## config.mk

```make
export PLATFORM = sky130hd
export DESIGN_NAME = if_stage
export DESIGN_NICKNAME = d
export VERILOG_FILES = /design/src/rtl/if_stage_pkg.sv /design/src/rtl/if_pc_reg.sv /design/src/rtl/if_stage.sv
export SDC_FILE = /design/constraint.sdc
export NUM_CORES = 1
export LEC_CHECK = 0
export CAP_MARGIN = 20
export CORE_MARGIN = 4
export CORE_UTILIZATION = 52
export CTS_BUF_LIST = sky130_fd_sc_hd__clkbuf_4
export DETAILED_ROUTE_END_ITERATION = 10
export MAX_ROUTING_LAYER = met4
export PLACE_DENSITY = 0.87
export SLEW_MARGIN = 0
export SYNTH_ARGS = -nofsm -noshare
export SYNTH_HDL_FRONTEND = slang
export SYNTH_SLANG_ARGS = --single-unit
```

## constraint.sdc

```tcl
create_clock -name clk -period 10.26 [get_ports clk]
set_clock_uncertainty 0.2 [all_clocks]
set_input_delay 2.052 -clock clk [delete_from_list [all_inputs] [get_ports clk]]
set_output_delay 2.052 -clock clk [all_outputs]
set_load 0.01 [all_outputs]
```

## src/rtl/if_stage_pkg.sv

```systemverilog
// Shared definitions for the instruction-fetch stage: word width,
// default reset PC / PC increment, FSM state encoding and PC mux select.
package if_stage_pkg;

    localparam int unsigned XLEN = 32;

    localparam logic [XLEN-1:0] DEFAULT_RESET_PC = 32'h0000_0000;
    localparam int unsigned     DEFAULT_PC_STEP  = 4;

    typedef enum logic [1:0] {
        S_IDLE  = 2'd0,
        S_REQ   = 2'd1,
        S_VALID = 2'd2
    } state_e;

    typedef enum logic [1:0] {
        PC_HOLD   = 2'd0,
        PC_INC    = 2'd1,
        PC_TARGET = 2'd2
    } pc_sel_e;

endpackage

```

## src/rtl/if_pc_reg.sv

```systemverilog
// Program counter register with its next-PC mux: hold, advance by PC_STEP
// (32-bit modulo, so the top word wraps to zero) or load a redirect target.
module if_pc_reg
    import if_stage_pkg::*;
#(
    parameter logic [XLEN-1:0] RESET_PC = DEFAULT_RESET_PC,
    parameter int unsigned     PC_STEP  = DEFAULT_PC_STEP
) (
    input  logic            clk,
    input  logic            rst,
    input  pc_sel_e         pc_sel_i,
    input  logic [XLEN-1:0] target_i,
    output logic [XLEN-1:0] pc_o
);

    localparam logic [XLEN-1:0] STEP = XLEN'(PC_STEP);

    logic [XLEN-1:0] pc_q;
    logic [XLEN-1:0] pc_d;

    // Next-PC selection.
    always_comb begin
        // NOTE: every always_comb output gets a default first so no path leaves it unassigned (no latch).
        pc_d = pc_q;
        case (pc_sel_i)
            PC_INC:    pc_d = pc_q + STEP;
            PC_TARGET: pc_d = target_i;
            default:   pc_d = pc_q;
        endcase
    end

    // PC state register.
    always_ff @(posedge clk or posedge rst) begin
        // NOTE: state registers use non-blocking (<=) so all flops update together at the edge.
        if (rst) pc_q <= RESET_PC;
        else     pc_q <= pc_d;
    end

    assign pc_o = pc_q;

endmodule

```

## src/rtl/if_stage.sv

```systemverilog
// Instruction-fetch stage: a three-state Moore FSM issues one memory read
// per instruction, registers the returned word, and hands it downstream
// with a valid/ready handshake. Branch redirects are honoured in every
// state; a redirect that arrives while a read is outstanding is remembered
// so the stale response can be thrown away when it finally returns.
module if_stage
    import if_stage_pkg::*;
#(
    parameter logic [XLEN-1:0] RESET_PC = DEFAULT_RESET_PC,
    parameter int unsigned     PC_STEP  = DEFAULT_PC_STEP
) (
    input  logic            clk,
    input  logic            rst,
    output logic            imem_req,
    output logic [XLEN-1:0] imem_addr,
    input  logic            imem_ack,
    input  logic [XLEN-1:0] imem_rdata,
    input  logic            branch_taken,
    input  logic [XLEN-1:0] branch_target,
    output logic [XLEN-1:0] instr,
    output logic [XLEN-1:0] pc_out,
    output logic            instr_valid,
    input  logic            instr_ready,
    output logic [XLEN-1:0] fetch_count
);

    state_e          state_q, state_d;
    logic            pending_q, pending_d;
    logic [XLEN-1:0] target_q, target_d;
    logic [XLEN-1:0] instr_q, instr_d;
    logic [XLEN-1:0] pc_out_q, pc_out_d;
    logic [XLEN-1:0] count_q, count_d;

    pc_sel_e         pc_sel;
    logic [XLEN-1:0] pc_target;
    logic [XLEN-1:0] pc;

    if_pc_reg #(
        .RESET_PC (RESET_PC),
        .PC_STEP  (PC_STEP)
    ) u_pc_reg (
        .clk      (clk),
        .rst      (rst),
        .pc_sel_i (pc_sel),
        .target_i (pc_target),
        .pc_o     (pc)
    );

    // Next-state, redirect tracking and PC-mux control.
    always_comb begin
        state_d   = state_q;
        pending_d = pending_q;
        target_d  = target_q;
        instr_d   = instr_q;
        pc_out_d  = pc_out_q;
        count_d   = count_q;
        pc_sel    = PC_HOLD;
        pc_target = branch_target;

        case (state_q)
            S_IDLE: begin
                // A stray ack here is ignored; only a redirect matters.
                state_d = S_REQ;
                if (branch_taken) pc_sel = PC_TARGET;
            end
            S_REQ: begin
                if (imem_ack) begin
                    pending_d = 1'b0;
                    if (branch_taken) begin
                        // Redirect in the ack cycle is the newest target.
                        pc_sel = PC_TARGET;
                    end else if (pending_q) begin
                        pc_sel    = PC_TARGET;
                        pc_target = target_q;
                    end else begin
                        instr_d  = imem_rdata;
                        pc_out_d = pc;
                        state_d  = S_VALID;
                    end
                end else if (branch_taken) begin
                    // Keep the read alive on the old address; remember the
                    // latest target so the last redirect wins.
                    pending_d = 1'b1;
                    target_d  = branch_target;
                end
            end
            S_VALID: begin
                if (branch_taken) begin
                    pc_sel  = PC_TARGET;
                    state_d = S_REQ;
                end else if (instr_ready) begin
                    pc_sel  = PC_INC;
                    count_d = count_q + 32'd1;
                    state_d = S_REQ;
                end
            end
            default: state_d = S_IDLE;
        endcase
    end

    // FSM, redirect tracking and output registers.
    always_ff @(posedge clk or posedge rst) begin
        if (rst) begin
            state_q   <= S_IDLE;
            pending_q <= 1'b0;
            target_q  <= RESET_PC;
            instr_q   <= '0;
            pc_out_q  <= RESET_PC;
            count_q   <= '0;
        end else begin
            state_q   <= state_d;
            pending_q <= pending_d;
            target_q  <= target_d;
            instr_q   <= instr_d;
            pc_out_q  <= pc_out_d;
            count_q   <= count_d;
        end
    end

    // Moore outputs: decoded from state or driven straight from registers.
    assign imem_req    = (state_q == S_REQ);
    assign instr_valid = (state_q == S_VALID);
    assign imem_addr   = pc;
    assign instr       = instr_q;
    assign pc_out      = pc_out_q;
    assign fetch_count = count_q;

endmodule

```

==> results of run 1 <==
[worst min-delay path by stage]
stage                                start                          end  depth (start not counted)
4_1_cts        fetch_count[31]$_DFFE_PP0P_  fetch_count[31]$_DFFE_PP0P_                          1
3_5_place_dp   fetch_count[31]$_DFFE_PP0P_  fetch_count[31]$_DFFE_PP0P_                          1
5_1_grt        fetch_count[31]$_DFFE_PP0P_  fetch_count[31]$_DFFE_PP0P_                          1
2_1_floorplan     target_q[11]$_DFFE_PP0P_     target_q[11]$_DFFE_PP0P_                          1
3_3_place_gp   fetch_count[31]$_DFFE_PP0P_  fetch_count[31]$_DFFE_PP0P_                          1
6_report       fetch_count[31]$_DFFE_PP0P_  fetch_count[31]$_DFFE_PP0P_                          1
[metal layers]
metal	track usage	vias up	wire length (µm)
li1	-	2631	-
met1	0.320	2923	8010
met2	0.391	279	9170
met3	0.0539	32	1480
met4	0.0757	0	336
met5	-	-	0
[registers in the layout, summed over array words and instances, names as in the netlist]
signal,count
target_q,32
u_pc_reg.pc_o,32
pc_out,32
state_q,2
instr,32
pending_q,1
fetch_count,32
[worst max-delay path, stage by stage]
cell and delay [ns]:
clkdlybuf4s50_1 0.59, and4bb_1 0.36, inv_1 0.10, ha_1 0.15, buf_4 0.34, inv_1 0.33
nor2_1 0.55, buf_4 0.33, a211oi_1 0.08, a211oi_1 0.24
[cell usage in the layout (no fill, tap or decap), types with 8 or more instances in the layout]
master,instances
nand2_1,33
nand3_1,26
o21ai_0,15
nand4_1,11
mux2i_1,25
xnor2_1,20
mux2_2,104
clkbuf_4,17
nor2_1,31
and4_1,8
a21oi_1,21
xor2_1,11
clkdlybuf4s50_1,198
nor3_1,17
nor4_1,10
dfrtp_1,163
[stage by stage]
stage,util,hold slack [ns]
2_1_floorplan,-,0.275
3_3_place_gp,0.684,0.264
3_5_place_dp,0.684,0.267
4_1_cts,0.707,0.283
5_1_grt,0.709,0.303
6_report,0.709,0.278
[cells by family (layout without fill, tap and decap cells)]
| kind of cell | count (synthesis) | after routing |
|---|---|---|
| XOR/XNOR | 31 | 31 |
| multiplexers | 129 | 129 |
| adder cells (fa/ha/maj) | 3 | 3 |
| buffers and inverters | 43 | 244 |
| flip-flops | 163 | 163 |
| AO/OA/AOI/OAI | 82 | 82 |
| AND/OR/NAND/NOR | 165 | 165 |
[cells in the mapped netlist (all sizes together) (8+ instances only)]
cell type,n
and4,8
dfrtp,163
buf,10
xnor2,20
inv,8
nor3,17
a21oi,21
xor2,11
nand3,27
nand2,34
mux2,104
nor2,36
o21ai,15
clkbuf,24
mux2i,25
nand4,13
nor4,10
[power by group through the flow]
stage,clock network [mW],registers (mW),logic [mW]
finish,0.411,1.09,1.01
floorplan,0,1.13,0.420
global placement,0,1.08,0.979
detailed placement,0,1.10,1.01
CTS,0.424,1.09,1.01
global route,0.453,1.13,1.08
[layout make-up]
class,count,area (µm²)
sequential,163,4080
fill,942,4060
multi-input combinational,410,3180
timing repair buffer,203,2040
tap,180,225
clock inverter,15,189
clock buffer,17,128
inverter,9,38.8
==> impl_metrics.yaml, run 1 <==
outcome:
  status: "complete, no violations"
sta:
  final_hold_viol_count: 0
  max_freq_mhz: 205
  finalSetupViolations: 0
  min_period_ns: 4.88
  tightestPinTransition_ns: 1.01
  period_share: 0.476
  max_slew_margin: 0.325
  postLayoutSetupSlackWorst_ns: 5.38
  rsz0062_at_grt: "no"
  tns_ns: 0
  maxSlewViolCount: 0
yosys:
  yosys-top-cells-area: "dfrtp_1, mux2_2, mux2i_1, xnor2_1, nand3_1"
  synth_compound_area_frac: 0.0753
  syn_avg_cell_area_um2: 12.1
  ys_seq_elements: 163
  synth_ff_type: "dfrtp_1"
  async_flop_share: 1.00
  netlist_area_um2: 7430
  yosys.area.top_type: "dfrtp_1"
  synth_mux_area_frac: 0.191
  synth_cell_types: 57
  synth_seq_area_share: 0.549
  synth_xor_area_frac: 0.0365
  syn-num-nets: 688
  synth_top_family_by_area: "multiplexers"
  syn-instance-count: 616
  synth_edf_count: 0
  ys_warn_count: 0
  synthAdderAreaFrac: 0.00505
  synth_top_area_frac: 0.549
  synth-simple-area-share: 0.118
power:
  p_leak_nw: 3.98
  p_comb_frac: 0.402
  vdd_drop_max_v: 0.000174
  p_clk_frac: 0.164
  powerDensity_nw_per_um2: 254
  p_total_mw: 2.51
  switching_share: 0.339
  seqPwrFrac: 0.434
  p_sw_uw: 850
  p_int_mw: 1.66
routing:
  firstDrtPassIters: 5
  drc: 0
  drt-vias-per-instance: 5.88
  drtIter0Drc: 674
  wl_per_cell_um: 19.1
  drt.antenna.violating_nets: 0
  vias: 5865
  drt-total-wl_um: 19000
place:
  dpl.hpwl_um: 13800
  post-place-ws_ns: 4.02
  port_buffers: 198
  gp_congestion: 0.894
  place.detailed.instances: 964
  place_area_um2: 9530
setup_path:
  endpoint: "u_pc_reg.pc_o[21]$_DFFE_PP0P_"
  cp-start-kind: "input pin"
  reg2reg_depth: 10
  criticalPathCategory: "input pin to flip-flop"
  regToRegSetupSlack_ns: 7.07
  crit_required_ns: 10.52
  r2r-start: "state_q[1]$_DFFE_PP0P_"
  crit_fanout: 34
  worstPathArrival_ns: 5.14
  crit_start: "branch_taken"
  rr_endpoint: "u_pc_reg.pc_o[21]$_DFFE_PP0P_"
  cp-end-kind: "flip-flop"
global_route:
  grt_pass1_vias: 5900
  overflow: 0
  antenna_found_initial: 0
  grtUsageTotal: 0.246
  grt_pass1_wl_um: 30900
  grt_max_degree: 91
cts:
  clk_pin_slew_worst_paths_ns: 0.12
  cts_root_buf: "clkbuf_4"
  hold_buffers: 0
  postCtsSetupBuffers: 0
  cts_tree: "yes"
  clk_latency_ns: 0.55
  clock-sinks: 163
  cts_max_path_buffers: 2
  h-tree-depth: 4
  cts_resized: 0
  cts_buffers: 17
final_layout:
  num_antenna_cells: 0
  final_area_um2: 9880
  layout-drive-gt1-share: 0.184
  fin_cells: 997
  area_growth_pct: 32.9
  nNetsFinal: 876
floorplan:
  die_w_um: 128
  num_io_pins: 199
  fp.coreArea_um2: 13900
  initial_core_util: 0.533
  die_y_um: 128
  core.rowCount: 43
  die-area_um2: 16300
flow_run:
  drv_cap: 0
min_path:
  min_path_type: "flip-flop to flip-flop"
Note: power is estimated with default switching activity, not from simulation.
==> run 2: changes to the inputs <==
- CORE_UTILIZATION: 52 -> 50
- PLACE_DENSITY: 0.87 -> 0.84
- clock period: 10.26 -> 4.9 ns (I/O delays scaled with it)
==> run 2 against run 1 <==
Cell area grew 0.62%. Clock power grew 120%. Total power grew 110%. Register-to-register slack lost 5.2 ns. Utilization shrank 2.5 points. Sequential cell count is the same. Worst setup slack lost 4.0 ns. Wire length grew 2.8%. Critical path type unchanged. Largest power group unchanged.
==> impl_metrics.yaml, run 2 (same netlist as run 1, synthesis figures left out) <==
routing:
  wl_per_cell_um: 19.4
  drtIter0Drc: 403
  drc: 0
  vias: 5842
  firstDrtPassIters: 5
  drt.antenna.violating_nets: 0
  drt-vias-per-instance: 5.81
  drt-total-wl_um: 19500
setup_path:
  cp.buffers_inverters: 3
  worst-path-stages: 10
  cp-end-kind: "flip-flop"
  worst_path_largest_cell_delay_ns: 0.54
  reg2reg_depth: 4
  cpMaxStageDelayCell: "clkdlybuf4s50_1"
  crit_required_ns: 5.19
  cp-start-kind: "input pin"
  crit_fanout: 26
  path_cells: "clkdlybuf4s50_1 > and4bb_1 > inv_1 > ha_1 > buf_4 > nor2_1 > nand3_1 > nor4b_1 > a21oi_1 > o21ai_0"
  worstPathArrival_ns: 3.76
  cpLargestDelayFamily: "simple AND/OR/NAND/NOR gates"
  criticalPathCategory: "input pin to flip-flop"
cts:
  clk_pin_slew_worst_paths_ns: 0.12
  cts_max_path_buffers: 2
  cts_root_buf: "clkbuf_4"
  hold_buffers: 0
  cts_buffers: 17
  postCtsSetupBuffers: 0
  clock-sinks: 163
  h-tree-depth: 4
  cts_resized: 0
  clk_latency_ns: 0.57
  cts_tree: "yes"
sta:
  min_period_ns: 3.47
  maxSlewViolCount: 0
  period_share: 0.708
  rsz0062_at_grt: "no"
  tns_ns: 0
  tightestPinTransition_ns: 0.873
  max_freq_mhz: 288
  final_hold_viol_count: 0
  max_slew_margin: 0.418
  finalSetupViolations: 0
final_layout:
  nNetsFinal: 882
  num_antenna_cells: 0
  final_common_cell: "clkdlybuf4s50_1"
  layout_common_cells: "clkdlybuf4s50_1, dfrtp_1, mux2_2, nand2_1, nor2_1"
  finalCoreUtilization: 0.684
  layout-drive-gt1-share: 0.191
  nFillCells: 1079
  regArea_um2: 4080
  fin_cells: 1005
  multiInputGateArea_um2: 3180
  area_growth_pct: 33.8
power:
  vdd_drop_max_v: 0.000299
  p_leak_nw: 4.02
  p_total_mw: 5.31
  powerDensity_nw_per_um2: 534
outcome:
  status: "complete, no violations"
place:
  dpl.hpwl_um: 14300
  port_buffers: 198
  gp_congestion: 0.947
  place.detailed.instances: 974
floorplan:
  initial_core_util: 0.511
  num_io_pins: 199
  die_w_um: 130
  die_y_um: 130
  die-area_um2: 16900
  core.rowCount: 44
  fp.coreArea_um2: 14500
global_route:
  grt_max_degree: 89
  overflow: 0
  grt_pass1_vias: 5978
  grt_pass1_wl_um: 31000
  grtUsageTotal: 0.242
  antenna_found_initial: 0
min_path:
  min_path_type: "flip-flop to flip-flop"
  holdPathStages: 1
flow_run:
  drv_cap: 0
[run 2: changes by cell type in the layout (fill, tap and decap cells not counted)]
cell,before,now
buf_4,4,9
clkinv_1,6,3
clkinv_2,0,3
buf_12,0,2
clkinv_4,3,1
inv_6,2,0
buf_16,1,0
bufinv_16,4,5
clkbuf_4,17,18
[run 2: routing by layer]
metal  share of wire  up-vias  wire [µm]  track usage
li1                -     2639          -            -
met1            0.42     2905       8130        0.306
met2            0.49      246       9520        0.388
met3           0.070       52       1380       0.0532
met4           0.026        0        508       0.0880
met5               0        -          0            -
[run 2: path summary, 6_finish.rpt]
check / startpoint / to / slack (ns)
max: branch_taken / u_pc_reg.pc_o[19]$_DFFE_PP0P_ / 1.43
min: fetch_count[31]$_DFFE_PP0P_ / fetch_count[31]$_DFFE_PP0P_ / 0.29
max reg2reg: state_q[0]$_DFFE_PP0P_ / u_pc_reg.pc_o[11]$_DFFE_PP0P_ / 1.92
min reg2reg: fetch_count[31]$_DFFE_PP0P_ / fetch_count[31]$_DFFE_PP0P_ / 0.29
max in group asynchronous: rst / u_pc_reg.pc_o[4]$_DFFE_PP0P_ / 3.18
min in group asynchronous: rst / fetch_count[26]$_DFFE_PP0P_ / 0.54
[run 2: final cells by class]
| cell class | count | share of cell area |
|---|---|---|
| clock buffers | 18 | 0.0136 |
| clock inverters | 12 | 0.0190 |
| inverters | 9 | 0.00378 |
| multi-input cells | 410 | 0.320 |
| flip-flops and latches | 163 | 0.410 |
| well taps | 184 | 0.0232 |
| repair buffers | 209 | 0.210 |
[run 2: per-stage QoR]
step | worst slack, ns | hold WS [ns] | instance area [µm²]
after floorplan | 1.65 | 0.275 | 7430
after global placement | 0.964 | 0.258 | 9590
after CTS | 1.50 | 0.296 | 9920
after detailed placement | 0.892 | 0.279 | 9590
final | 1.43 | 0.290 | 9940
after global routing | 1.23 | 0.311 | 9940
[run 2: power breakdown]
group          leakage, nW  switching [mW]  internal, mW
Combinational         1.87           0.885          1.24
Sequential            1.98           0.441          1.84
Clock                0.173           0.456         0.451
